### src/rtl/operand_fetch_if.sv
// Fetch-side, register-file, writeback and ID/EX signals of the operand-fetch stage.
// slave is the stage itself; master is whatever drives and consumes it.
interface operand_fetch_if #(
  parameter int DW  = 32,
  parameter int PCW = 32
);
  logic           in_valid;
  logic           in_ready;
  logic [31:0]    in_instr;
  logic [PCW-1:0] in_pc;
  logic [4:0]     ard1;
  logic [4:0]     ard2;
  logic [DW-1:0]  dout1;
  logic [DW-1:0]  dout2;
  logic           wb_en;
  logic [4:0]     wb_addr;
  logic           flush;
  logic           out_valid;
  logic           out_ready;
  logic [PCW-1:0] out_pc;
  logic [5:0]     out_opcode;
  logic [5:0]     out_funct;
  logic [DW-1:0]  out_rs_val;
  logic [DW-1:0]  out_rt_val;
  logic [DW-1:0]  out_imm;
  logic [4:0]     out_dest;
  logic           out_wr;
  logic           stall;

  modport slave (
    input  in_valid, in_instr, in_pc, dout1, dout2, wb_en, wb_addr, flush, out_ready,
    output in_ready, ard1, ard2, out_valid, out_pc, out_opcode, out_funct,
           out_rs_val, out_rt_val, out_imm, out_dest, out_wr, stall
  );

  modport master (
    output in_valid, in_instr, in_pc, dout1, dout2, wb_en, wb_addr, flush, out_ready,
    input  in_ready, ard1, ard2, out_valid, out_pc, out_opcode, out_funct,
           out_rs_val, out_rt_val, out_imm, out_dest, out_wr, stall
  );
endinterface

### src/rtl/operand_fetch.sv
// Decode/operand-fetch stage: decodes register fields, reads the register file,
// blocks RAW/WAW hazards with a pending-write scoreboard, and registers ID/EX.
module operand_fetch #(
  parameter int DW  = 32,
  parameter int PCW = 32
) (
  input  logic             clk,
  input  logic             rst_n,
  operand_fetch_if.slave   bus
);
  typedef struct packed {
    logic [PCW-1:0] pc;
    logic [5:0]     opcode;
    logic [5:0]     funct;
    logic [DW-1:0]  rs_val;
    logic [DW-1:0]  rt_val;
    logic [DW-1:0]  imm;
    logic [4:0]     dest;
    logic           wr;
  } idex_t;

  idex_t        idex;
  logic         out_valid;
  logic [31:0]  pending, pending_nxt;

  logic [5:0]    opcode;
  logic [4:0]    rs, rt, rd, dest;
  logic          uses_rs, uses_rt, wr;
  logic [DW-1:0] imm, sext, zext, jext;
  logic          hazard, out_free, in_ready, issue;
  logic          unused_shamt;

  assign opcode = bus.in_instr[31:26];
  assign rs     = bus.in_instr[25:21];
  assign rt     = bus.in_instr[20:16];
  assign rd     = bus.in_instr[15:11];
  assign sext   = {{(DW-16){bus.in_instr[15]}}, bus.in_instr[15:0]};
  assign zext   = {{(DW-16){1'b0}}, bus.in_instr[15:0]};
  assign jext   = {{(DW-26){1'b0}}, bus.in_instr[25:0]};
  assign unused_shamt = ^bus.in_instr[10:6];

  assign bus.ard1 = rs;
  assign bus.ard2 = rt;

  always_comb begin
    uses_rs = 1'b0;
    uses_rt = 1'b0;
    wr      = 1'b0;
    dest    = '0;
    imm     = '0;
    case (opcode)
      6'h00: begin
        uses_rs = 1'b1; uses_rt = 1'b1; wr = 1'b1; dest = rd;
      end
      6'h08, 6'h09, 6'h0A, 6'h0B, 6'h23: begin
        uses_rs = 1'b1; wr = 1'b1; dest = rt; imm = sext;
      end
      6'h0C, 6'h0D, 6'h0E, 6'h0F: begin
        uses_rs = 1'b1; wr = 1'b1; dest = rt; imm = zext;
      end
      6'h2B, 6'h04, 6'h05: begin
        uses_rs = 1'b1; uses_rt = 1'b1; imm = sext;
      end
      6'h02: imm = jext;
      default: ;
    endcase
    // r0 is hardwired; writing it is a no-op and must never be tracked
    if (dest == 5'd0) wr = 1'b0;
  end

  assign hazard   = (uses_rs && pending[rs]) || (uses_rt && pending[rt]) || (wr && pending[dest]);
  assign out_free = !out_valid || bus.out_ready;
  assign in_ready = !hazard && out_free && !bus.flush;
  assign issue    = bus.in_valid && in_ready;

  assign bus.in_ready = in_ready;
  assign bus.stall    = bus.in_valid && hazard;

  // Clears first so a same-edge set on the same register wins.
  always_comb begin
    pending_nxt = pending;
    if (bus.wb_en && bus.wb_addr != 5'd0) pending_nxt[bus.wb_addr] = 1'b0;
    if (bus.flush && out_valid && idex.wr) pending_nxt[idex.dest] = 1'b0;
    if (issue && wr) pending_nxt[dest] = 1'b1;
    pending_nxt[0] = 1'b0;
  end

  always_ff @(posedge clk or negedge rst_n) begin
    if (!rst_n) begin
      pending   <= '0;
      out_valid <= 1'b0;
      idex      <= '0;
    end else begin
      pending <= pending_nxt;
      if (issue) begin
        out_valid   <= 1'b1;
        idex.pc     <= bus.in_pc;
        idex.opcode <= opcode;
        idex.funct  <= bus.in_instr[5:0];
        idex.rs_val <= bus.dout1;
        idex.rt_val <= bus.dout2;
        idex.imm    <= imm;
        idex.dest   <= dest;
        idex.wr     <= wr;
      end else if (bus.flush || bus.out_ready) begin
        out_valid <= 1'b0;
      end
    end
  end

  assign bus.out_valid  = out_valid;
  assign bus.out_pc     = idex.pc;
  assign bus.out_opcode = idex.opcode;
  assign bus.out_funct  = idex.funct;
  assign bus.out_rs_val = idex.rs_val;
  assign bus.out_rt_val = idex.rt_val;
  assign bus.out_imm    = idex.imm;
  assign bus.out_dest   = idex.dest;
  assign bus.out_wr     = idex.wr;
endmodule

### src/flat_wrapper.sv
// flat-port wrapper written by rule: the top's interface ports become plain ports
module operand_fetch_flat 
#(
  parameter int DW  = 32,
  parameter int PCW = 32
)
  (clk, rst_n, bus_in_valid, bus_in_instr, bus_in_pc, bus_dout1, bus_dout2, bus_wb_en, bus_wb_addr, bus_flush, bus_out_ready, bus_in_ready, bus_ard1, bus_ard2, bus_out_valid, bus_out_pc, bus_out_opcode, bus_out_funct, bus_out_rs_val, bus_out_rt_val, bus_out_imm, bus_out_dest, bus_out_wr, bus_stall);
  operand_fetch_if #(.DW(DW), .PCW(PCW)) bus_i ();
  input  logic clk;
  input  logic rst_n;
  input wire logic [$bits(bus_i.in_valid)-1:0] bus_in_valid;
  input wire logic [$bits(bus_i.in_instr)-1:0] bus_in_instr;
  input wire logic [$bits(bus_i.in_pc)-1:0] bus_in_pc;
  input wire logic [$bits(bus_i.dout1)-1:0] bus_dout1;
  input wire logic [$bits(bus_i.dout2)-1:0] bus_dout2;
  input wire logic [$bits(bus_i.wb_en)-1:0] bus_wb_en;
  input wire logic [$bits(bus_i.wb_addr)-1:0] bus_wb_addr;
  input wire logic [$bits(bus_i.flush)-1:0] bus_flush;
  input wire logic [$bits(bus_i.out_ready)-1:0] bus_out_ready;
  output wire logic [$bits(bus_i.in_ready)-1:0] bus_in_ready;
  output wire logic [$bits(bus_i.ard1)-1:0] bus_ard1;
  output wire logic [$bits(bus_i.ard2)-1:0] bus_ard2;
  output wire logic [$bits(bus_i.out_valid)-1:0] bus_out_valid;
  output wire logic [$bits(bus_i.out_pc)-1:0] bus_out_pc;
  output wire logic [$bits(bus_i.out_opcode)-1:0] bus_out_opcode;
  output wire logic [$bits(bus_i.out_funct)-1:0] bus_out_funct;
  output wire logic [$bits(bus_i.out_rs_val)-1:0] bus_out_rs_val;
  output wire logic [$bits(bus_i.out_rt_val)-1:0] bus_out_rt_val;
  output wire logic [$bits(bus_i.out_imm)-1:0] bus_out_imm;
  output wire logic [$bits(bus_i.out_dest)-1:0] bus_out_dest;
  output wire logic [$bits(bus_i.out_wr)-1:0] bus_out_wr;
  output wire logic [$bits(bus_i.stall)-1:0] bus_stall;
  assign bus_i.in_valid = bus_in_valid;
  assign bus_i.in_instr = bus_in_instr;
  assign bus_i.in_pc = bus_in_pc;
  assign bus_i.dout1 = bus_dout1;
  assign bus_i.dout2 = bus_dout2;
  assign bus_i.wb_en = bus_wb_en;
  assign bus_i.wb_addr = bus_wb_addr;
  assign bus_i.flush = bus_flush;
  assign bus_i.out_ready = bus_out_ready;
  assign bus_in_ready = bus_i.in_ready;
  assign bus_ard1 = bus_i.ard1;
  assign bus_ard2 = bus_i.ard2;
  assign bus_out_valid = bus_i.out_valid;
  assign bus_out_pc = bus_i.out_pc;
  assign bus_out_opcode = bus_i.out_opcode;
  assign bus_out_funct = bus_i.out_funct;
  assign bus_out_rs_val = bus_i.out_rs_val;
  assign bus_out_rt_val = bus_i.out_rt_val;
  assign bus_out_imm = bus_i.out_imm;
  assign bus_out_dest = bus_i.out_dest;
  assign bus_out_wr = bus_i.out_wr;
  assign bus_stall = bus_i.stall;
  operand_fetch #(.DW(DW), .PCW(PCW)) u_core (.clk(clk), .rst_n(rst_n), .bus(bus_i));
endmodule
### config.mk
export PLATFORM = sky130hd
export DESIGN_NAME = operand_fetch_flat
export DESIGN_NICKNAME = d
export VERILOG_FILES = /design/src/rtl/operand_fetch_if.sv /design/src/rtl/operand_fetch.sv /design/src/flat_wrapper.sv
export SDC_FILE = /design/constraint.sdc
export NUM_CORES = 1
export LEC_CHECK = 0
export CAP_MARGIN = 40
export CORE_ASPECT_RATIO = 1.2
export CORE_MARGIN = 2
export CORE_UTILIZATION = 49
export DETAILED_ROUTE_END_ITERATION = 10
export PLACE_DENSITY = 0.86
export SLEW_MARGIN = 10
export SYNTH_ARGS = -nofsm -noshare
export SYNTH_HDL_FRONTEND = slang
export SYNTH_SLANG_ARGS = --single-unit
export TNS_END_PERCENT = 1
### constraint.sdc
create_clock -name clk -period 6.25 [get_ports clk]
set_input_delay 0.625 -clock clk [delete_from_list [all_inputs] [get_ports clk]]
set_output_delay 0.625 -clock clk [all_outputs]
set_load 0.03 [all_outputs]
==> results of run 1 <==
through the flow:
stage | total power (W) | instances | worst slack, ns
2_1_floorplan | 0.00207 | 673 | 2.32
3_5_place_dp | 0.00266 | 1139 | 1.13
4_1_cts | 0.00374 | 1171 | 1.10
3_3_place_gp | 0.00263 | 1137 | 1.17
5_1_grt | 0.00386 | 1171 | 0.757
6_report | 0.00372 | 1171 | 1.03
synth_stat cells (15+ instances only):
cell type  count
nand4_1       20
nand2_1       48
o2bb2ai_1     16
o31ai_1       16
inv_1         15
a21oi_1       20
mux2i_1       19
mux4_2        18
dfrtp_1      173
buf_4         18
o221ai_1      31
mux2_1       110
nand3_1       16
o21ai_0       18
nor2_1        18
where the power goes:
part	leakage (nW)	switching [W]	internal (W)
clock network	0.290	0.000509	0.000572
logic	2.42	0.000675	0.000535
registers	2.16	0.000123	0.00131
per-layer routing:
metal | up-vias | global-route usage
met4 | 0 | 0.108
li1 | 3054 | -
met5 | - | 0
met1 | 3391 | 0.340
met2 | 476 | 0.477
met3 | 80 | 0.0903
layout make-up:
cell class / count / area share
flip-flops and latches: 173 / 0.361
multi-input cells: 427 / 0.304
repair buffers: 308 / 0.257
clock buffers: 17 / 0.0355
well taps: 216 / 0.0225
clock inverters: 15 / 0.0153
inverters: 15 / 0.00470
sequential cells by signal (all words and copies together) (netlist names):
register               count
u_core.bus.out_dest        5
u_core.bus.out_funct       6
u_core.bus.out_imm        27
u_core.bus.out_opcode      6
u_core.bus.out_pc         32
u_core.bus.out_rs_val     32
u_core.bus.out_rt_val     32
u_core.bus.out_valid       1
u_core.bus.out_wr          1
u_core.pending            31
worst paths after layout:
check	start	to	slack, ns	cells after the start
worst max register to register	u_core.pending[23]	u_core.bus.out_rs_val[7]	2.84	9
worst max-delay path	bus_in_instr[30]	bus_stall	1.03	12
worst min register to register	u_core.bus.out_rt_val[19]	u_core.bus.out_rt_val[19]	0.49	1
min in group clk	u_core.bus.out_rt_val[19]	u_core.bus.out_rt_val[19]	0.49	1
worst min-delay path	rst_n	u_core.bus.out_rs_val[13]	0.21	1
max in group asynchronous	rst_n	u_core.bus.out_pc[13]	4.89	2
worst max-delay path, delay by kind of cell:
kind | cells | cell delay, ns
buffers and inverters | 3 | 1.58
and+or+nand+nor | 6 | 1.42
AOI/OAI and AO/OA | 3 | 0.97
cell families (layout without fill, tap and decap cells):
logic type | count (synthesis) | count (layout) | synth area share
flip-flops | 173 | 173 | 0.507
multiplexers | 154 | 154 | 0.224
AND/OR/NAND/NOR | 145 | 145 | 0.0910
AO/OA/AOI/OAI | 127 | 127 | 0.111
buffers and inverters | 73 | 355 | 0.0657
XOR/XNOR | 1 | 1 | 0.00103
==> run summary, run 1 <==
Status: finished clean
Die span in y: 149 µm
WL/cell: 22.4 µm
Fin crit period: 5.22 ns
# hold bufs at CTS: 0
Uppermost layer routed: met4
Max Root-Sink Buffers: 2
Global route overflow: 0
Worst hold slack: 0.208 ns
Max incr delay on CP: 0.67 ns
Post-route ant nets: 0
Vias in the first global route: 7212
Critical path class: in -> out
Share of cells above drive strength 1: 0.0827
Max-slew violation count: 0
Final Hold Viols: 0
Core area: 17000 µm²
Post-CTS sizing: 0
Post-synthesis sequential area ratio: 0.507
Final Setup Violations: 0
Remaining DRCs: 0
Worst-path fanout max: 19
CP Launch Type: input pin
TritonCTS Buffers: 17
First-pass GRT wire length: 40.6 mm
Routed wire length: 26.2 mm
CTS Sinks: 173
Clock Latency Late Sink: 0.44 ns
P per Cell Area: 310 nW/µm²
Met2 WL post-DR: 13.1 mm
Commonest cells after routing, fill and taps aside: clkdlybuf4s50_1 (296), dfrtp_1 (173), mux2_1 (110)
Final worst-path cycle share: 0.834
Sequential cell area: 4330 µm²
H-tree Lvls: 4
Max Cap Viol: 0
Commonest non-fill, non-tap cell in the layout: clkdlybuf4s50_1
Total number of yosys warnings: 0
Fillers: 1180
Post-CTS Setup Inserts: 0
Required @ worst endpoint: 5.62 ns
Buffers added on ports: 297
Mean Syn Cell Area: 12.7 µm²
Largest net degree at the start of global routing: 75
IO Pins: 298
GP Congestion: 1.00
Met3 wire length: 2.66 mm
Rel. slew slack: 0.470
Clock root buffer: clkbuf_16
CTS tree: built
Dpl cell area: 11400 µm²
Post-Syn Area: 8540 µm²
Prevailing post-synth register cell: dfrtp_1
RSZ-0062 raised after global routing: no
# rows: 52
Dpl hpwl: 19.0 mm
Slowest cell on crit path: clkdlybuf4s50_1
Leak pwr: 4.87 nW
Starting Density: 0.503
Setup_tns: 0 ns
Final layout net count: 1081
Footprint of the multi-input gates: 3650 µm²
Iter 0 DRT Violations: 689
Top post-synthesis cells by area: dfrtp_1 (51%), mux2_1 (15%), mux4_2 (4.7%)
Achievable Freq: 0.192 GHz
Crit-path cells: clkdlybuf4s50_1, nor4_1, and2_1, a22o_1, nand2_1, a32oi_1, o311ai_1, nor4_4, buf_4, nand2b_1, and2_1, clkdlybuf4s50_1
CTS clock-pin slew for the worst setup and hold paths: 0.07 ns
Metal-1 WL: 9.57 mm
Area Growth Syn to Fin: 40.5%
Final Core Density: 0.706
Fin area: 12000 µm²
Syn nets: 812
Initial antenna violation count: 0
Vias/cell: 5.98
Gr usage total: 0.283
CP endpoint kind: primary output
Max VDD drop: 0.240 mV
Antenna Diode Count: 0
Yosys reg bits: 173
Synth cell types: 55
DR pass1 iterations: 5
Asr flop ratio synth: 1.00
Via count: 7001
Synth top area share: 0.507
Worst-Margin Slew: 0.792 ns
EDFF count, synth: 0
Clock skew: 0.0143 ns
DIE AREA: 18500 µm²
Cell count after synthesis: 673
Yosys top cell by area: dfrtp_1
Worst Path Arrival: 4.59 ns
Worst hold path class: in -> async
Die Wd: 124 µm
Power figures use the tool's default switching activity.
==> run 2: changes to the inputs <==
CORE_UTILIZATION = 46   (was 49)
PLACE_DENSITY = 0.81   (was 0.86)
clock period = 4.91 ns   (was 6.25 ns; I/O delays follow)
==> run 2 against run 1 <==
  * Clock power grew 25%
  * Clock-buffer cell count grew 1
  * Final cell count grew 1.5%
  * Wire length grew 0.33%
  * Critical path depth shrank 2
  * Largest cell class unchanged
==> run summary, run 2 (same netlist as run 1, synthesis figures left out) <==
H-tree Lvls: 4 (unchanged)
# rows: 54 (+3.8%)
Comb power frac: 0.326 (about the same)
Achievable Freq: 0.226 GHz
Clock Latency Late Sink: 0.43 ns (about the same)
CTS clock-pin slew for the worst setup and hold paths: 0.07 ns (about the same)
Gr usage total: 0.272 (-0.0101)
Worst-Margin Slew: 0.960 ns (+0.167 ns)
IO Pins: 298 (unchanged)
Clock root buffer: clkbuf_16
Commonest non-fill, non-tap cell in the layout: clkdlybuf4s50_1
Power share of the clock group: 0.287 (-0.003)
Final Core Density: 0.665 (-0.0409)
Max VDD drop: 0.260 mV (+8.6%)
Vias in the first global route: 7226 (+0.19%)
Critical path class: in -> out
Switching Power: 0.00165 W (+26%)
Global route overflow: 0 (unchanged)
Antenna Diode Count: 0 (unchanged)
Required @ worst endpoint: 4.42 ns (-1.20 ns)
Worst Setup Slack post-DPL: 0.493 ns (-0.637 ns)
Crit Reg-Reg Endpoint: u_core.pending[12]
Worst-path fanout max: 8 (-11)
Status: finished clean
Cells after DPL: 1156 (+1.5%)
Worst Setup EP: bus_in_ready
Die Wd: 128 µm (+3.1%)
Via count: 6998 (-0.043%)
Dpl hpwl: 19.0 mm (about the same)
CP endpoint kind: primary output
Final worst-path cycle share: 0.902
GP Congestion: 0.967 (-3.4%)
Iter 0 DRT Violations: 545 (-21%)
Commonest cells after routing, fill and taps aside: clkdlybuf4s50_1 (295), dfrtp_1 (173), mux2_1 (110)
Max-slew violation count: 0 (unchanged)
Post-route ant nets: 0 (unchanged)
Final Setup Violations: 0 (unchanged)
Share of cells above drive strength 1: 0.0913 (+0.00856)
Largest net degree at the start of global routing: 174 (+130%)
Routed wire length: 26.3 mm (+0.33%)
Max Cap Viol: 0 (unchanged)
WL/cell: 22.1 µm (-1.1%)
CTS tree: built
CTS Sinks: 173 (unchanged)
Vias/cell: 5.89 (-1.5%)
Clock skew: 0.0101 ns (-0.00421 ns)
RSZ-0062 raised after global routing: no
Internal power: 0.00308 W (+27%)
Worst Path Arrival: 3.94 ns (-0.65 ns)
Setup_tns: 0 ns (unchanged)
Post-CTS sizing: 0 (unchanged)
Core area: 18200 µm² (+7.0%)
Max Root-Sink Buffers: 2 (unchanged)
Final Worst Setup Slack: 0.480 ns (-0.555 ns)
Leak pwr: 4.92 nW (+1.1%)
Buffers added on ports: 297 (unchanged)
Initial antenna violation count: 0 (unchanged)
Starting Density: 0.470 (-0.0330)
CP Launch Type: input pin
Worst Reg2Reg Path Length in Cells: 9 (unchanged)
Flop pwr share: 0.388 (+0.004)
Worst hold path class: in -> async
Launch point of the worst reg-to-reg path: u_core.pending[28]
Post-CTS Setup Inserts: 0 (unchanged)
P per Cell Area: 391 nW/µm² (+26%)
Rel. slew slack: 0.360 (-0.110)
Sw Ratio: 0.349 (-0.00265)
Remaining DRCs: 0 (unchanged)
CP Launch Point: bus_in_instr[31]
Die span in y: 153 µm (+3.1%)
DIE AREA: 19700 µm² (+6.3%)
Area Growth Syn to Fin: 41.6%
Final Hold Viols: 0 (unchanged)
TritonCTS Buffers: 17 (unchanged)
First-pass GRT wire length: 41.0 mm (+1.1%)
# hold bufs at CTS: 0 (unchanged)
DR pass1 iterations: 5 (unchanged)
Final layout net count: 1090 (+0.83%)
Fin crit period: 4.43 ns
R2r setup slk: 1.58 ns (-1.26 ns)
Finished Layout Cells: 1188 (+1.5%)
-- run 2: cell types whose count changed in the layout (fill, tap and decap cells not counted), sizes merged --
cell / previous run / this run
clkbuf: 17 / 18
clkinvlp: 2 / 4
clkinv: 8 / 2
clkdlybuf4s50: 296 / 295
inv: 19 / 22
buf: 12 / 22
-- run 2: critical path, cell delays in order --
cell and delay (ns):
clkdlybuf4s50_1 0.63, nand4b_2 0.26, o32ai_1 0.59, o32a_1 0.28, nand3_1 0.27, a2bb2oi_1 0.24
nor2_1 0.21, nor4_4 0.09, nor2_1 0.18, clkdlybuf4s50_1 0.70
-- run 2: per-layer routing --
layer  wire [µm]  track usage  vias up
li1            -            -     3084
met1       10100        0.337     3443
met2       12700        0.443      408
met3        2580       0.0907       63
met4         873        0.103        0
met5           0            0        -
-- run 2: cell type report --
class	instances	area [µm²]
clock buffer	18	429
clock inverter	14	155
fill	1348	6080
inverter	15	56.3
multi-input combinational	427	3650
sequential	173	4330
tap	224	280
timing repair buffer	317	3190
-- run 2: worst min-delay path by stage --
stage	start	end
after detailed placement	u_core.bus.out_imm[11]	u_core.bus.out_imm[11]
after floorplan	rst_n	u_core.bus.out_dest[0]
after CTS	rst_n	u_core.bus.out_pc[25]
after global routing	rst_n	u_core.pending[3]
after global placement	u_core.bus.out_imm[1]	u_core.bus.out_imm[1]
final	rst_n	u_core.pending[15]
-- run 2: power groups by stage --
stage                     Sequential, W  Combinational [W]  Clock (W)
after floorplan                 0.00227           0.000367          0
after global placement          0.00184            0.00153          0
after detailed placement        0.00185            0.00154          0
after CTS                       0.00183            0.00155    0.00138
after global routing            0.00186            0.00162    0.00144
final                           0.00183            0.00154    0.00135
-- run 2: per-stage QoR --
stage | hold slack [ns] | power, W | instance area (µm²)
after global routing | 0.285 | 0.00492 | 12100
final | 0.204 | 0.00472 | 12100
after CTS | 0.286 | 0.00476 | 12100
after detailed placement | 0.477 | 0.00340 | 11500
after floorplan | 0.195 | 0.00264 | 8540
after global placement | 0.471 | 0.00337 | 11500
==> run 3: changes to the inputs <==
CORE_MARGIN = 4   (was 2)
==> run 3 against run 2 <==
  * Final area is 0.11% higher
  * Critical path depth unchanged
  * Global-route usage shrank 2.0 points
  * Sequential cell count did not move
  * Worst setup slack got worse by 0.077 ns
  * Critical endpoint unchanged
  * Largest power group unchanged
==> run summary, run 3 (same netlist as run 1, synthesis figures left out) <==
RSZ-0062 raised after global routing: no
Iter 0 DRT Violations: 511 (-6.2%)
DIE AREA: 20800 µm² (+5.8%)
Setup_tns: 0 ns (unchanged)
WL/cell: 22.3 µm (+1.0%)
Initial antenna violation count: 1 (+1)
CTS clock-pin slew for the worst setup and hold paths: 0.07 ns (about the same)
Finished Layout Cells: 1189 (+0.084%)
Worst hold path class: in -> async
Launch point of the worst reg-to-reg path: u_core.pending[15]
Leak pwr: 4.94 nW (+0.28%)
Grt met2 use: 0.430 (-0.0122)
Clock skew: 0.0141 ns (+0.00400 ns)
Via count: 6910 (-1.3%)
Max-slew violation count: 0 (unchanged)
GP Congestion: 0.937 (-3.2%)
Commonest non-fill, non-tap cell in the layout: clkdlybuf4s50_1
# rows: 54 (unchanged)
CP endpoint kind: primary output
TritonCTS Buffers: 17 (unchanged)
First-pass GRT wire length: 40.8 mm (-0.45%)
Area Growth Syn to Fin: 41.8%
Worst-Margin Slew: 0.727 ns (-0.232 ns)
Busiest grt layer: met2
Max VDD drop: 0.243 mV (-6.7%)
Buffers added on ports: 297 (unchanged)
Starting Density: 0.468 (-0.00174)
Achievable Freq: 0.222 GHz (-1.7%)
Commonest cells after routing, fill and taps aside: clkdlybuf4s50_1 (295), dfrtp_1 (173), mux2_1 (110)
Final worst-path cycle share: 0.918 (+0.0156)
Cells after DPL: 1155 (-0.087%)
Routed wire length: 26.6 mm (+1.1%)
Fin crit period: 4.51 ns (+0.0768 ns)
M1 GR Usage: 0.294 (-0.0431)
Max Cap Viol: 0 (unchanged)
Vias/cell: 5.81 (-1.3%)
Final Core Density: 0.664 (-0.00171)
Rel. slew slack: 0.515 (+0.155)
CP Launch Type: input pin
Clock Latency Late Sink: 0.43 ns (about the same)
P per Cell Area: 391 nW/µm² (about the same)
Gr usage total: 0.252 (-0.0201)
Total Power: 0.00473 W (+0.16%)
DR pass1 iterations: 5 (unchanged)
Worst Reg2Reg Path Length in Cells: 9 (unchanged)
Largest net degree at the start of global routing: 87 (-50%)
Die span in y: 157 µm (+2.6%)
R2r setup slk: 1.57 ns (about the same)
Status: finished clean
CTS tree: built
Share of cells above drive strength 1: 0.0913 (unchanged)
Die Wd: 132 µm (+3.1%)
CTS Sinks: 173 (unchanged)
Vias in the first global route: 7289 (+0.87%)
Post-route ant nets: 0 (unchanged)
Dpl hpwl: 19.9 mm (+4.5%)
IO Pins: 298 (unchanged)
Core area: 18200 µm² (+0.37%)
Dpl cell area: 11500 µm² (-0.11%)
Clock root buffer: clkbuf_16
Max Root-Sink Buffers: 2 (unchanged)
Critical path class: in -> out
Crit Reg-Reg Endpoint: u_core.pending[28]
Fin area: 12100 µm² (+0.11%)
Worst-path fanout max: 12 (+4)
Global route overflow: 0 (unchanged)
Required @ worst endpoint: 4.42 ns (about the same)
Worst Path Arrival: 4.02 ns (+0.08 ns)
Final layout net count: 1090 (unchanged)
Final Setup Violations: 0 (unchanged)
Final Hold Viols: 0 (unchanged)
Remaining DRCs: 0 (unchanged)
Grt met3 use: 0.0937 (+0.00302)
H-tree Lvls: 4 (unchanged)
Fillers: 1370 (+1.6%)
[run 3: cell types whose count changed in the layout (fill, tap and decap cells not counted), sizes merged]
| cell | previous run | this run |
|---|---|---|
| clkinvlp | 4 | 1 |
| diode | 0 | 1 |
| buf | 22 | 21 |
| clkbuf | 18 | 17 |
| clkinv | 2 | 6 |
| dlygate4sd3 | 0 | 1 |
[run 3: cell type report]
class                   instances  area (µm²)  area share
clock buffers                  17         425      0.0351
inverters                      15        56.3     0.00465
clock inverters                15         173      0.0143
well taps                     224         280      0.0232
flip-flops and latches        173        4330       0.358
multi-input cells             427        3650       0.301
repair buffers                317        3190       0.264
diodes                          1        2.50    0.000207
[run 3: routing by layer]
| layer | vias up | share of wire |
|---|---|---|
| met1 | 3408 | 0.38 |
| li1 | 3079 | - |
| met3 | 54 | 0.093 |
| met4 | 0 | 0.027 |
| met5 | - | 0 |
| met2 | 369 | 0.50 |
[run 3: worst max-delay path by stage]
stage / start / endpoint / slack (ns) / cells after the start
floorplan: bus_in_instr[21] / bus_in_ready / 1.25 / 9
global placement: bus_in_instr[27] / bus_in_ready / 0.48 / 10
detailed placement: bus_in_instr[26] / u_core.bus.out_funct[2] / 0.39 / 11
CTS: bus_in_instr[26] / bus_in_ready / 0.40 / 10
global route: bus_in_instr[26] / bus_stall / 0.12 / 12
finish: bus_in_instr[26] / bus_in_ready / 0.40 / 10
[run 3: power breakdown]
group | total (W) | internal, W | switching [W]
Sequential | 0.00182 | 0.00166 | 0.000156
Combinational | 0.00155 | 0.000690 | 0.000857
Clock | 0.00137 | 0.000728 | 0.000638
[run 3: stage by stage]
step                hold WS [ns]  setup slack (ns)
detailed placement         0.357             0.394
floorplan                  0.195              1.25
finish                     0.477             0.403
CTS                        0.461             0.400
global placement           0.471             0.483
global route               0.466             0.118
[run 3: worst max-delay path, stage by stage]
cell and delay, ns:
clkdlybuf4s50_1 0.54, nor4_1 0.36, and2_1 0.42, a22o_1 0.52, nand2_1 0.11, a32oi_1 0.23
o311ai_1 0.19, nor4_4 0.43, nor2_1 0.09, clkdlybuf4s50_1 0.62
[run 3: timing repair]
action / 4_1_cts / 5_1_grt
hold endpoints to repair: 22 / 0
gates resized for setup: 0 / 0
setup buffers: 0 / 0
hold buffers: 1 / 0
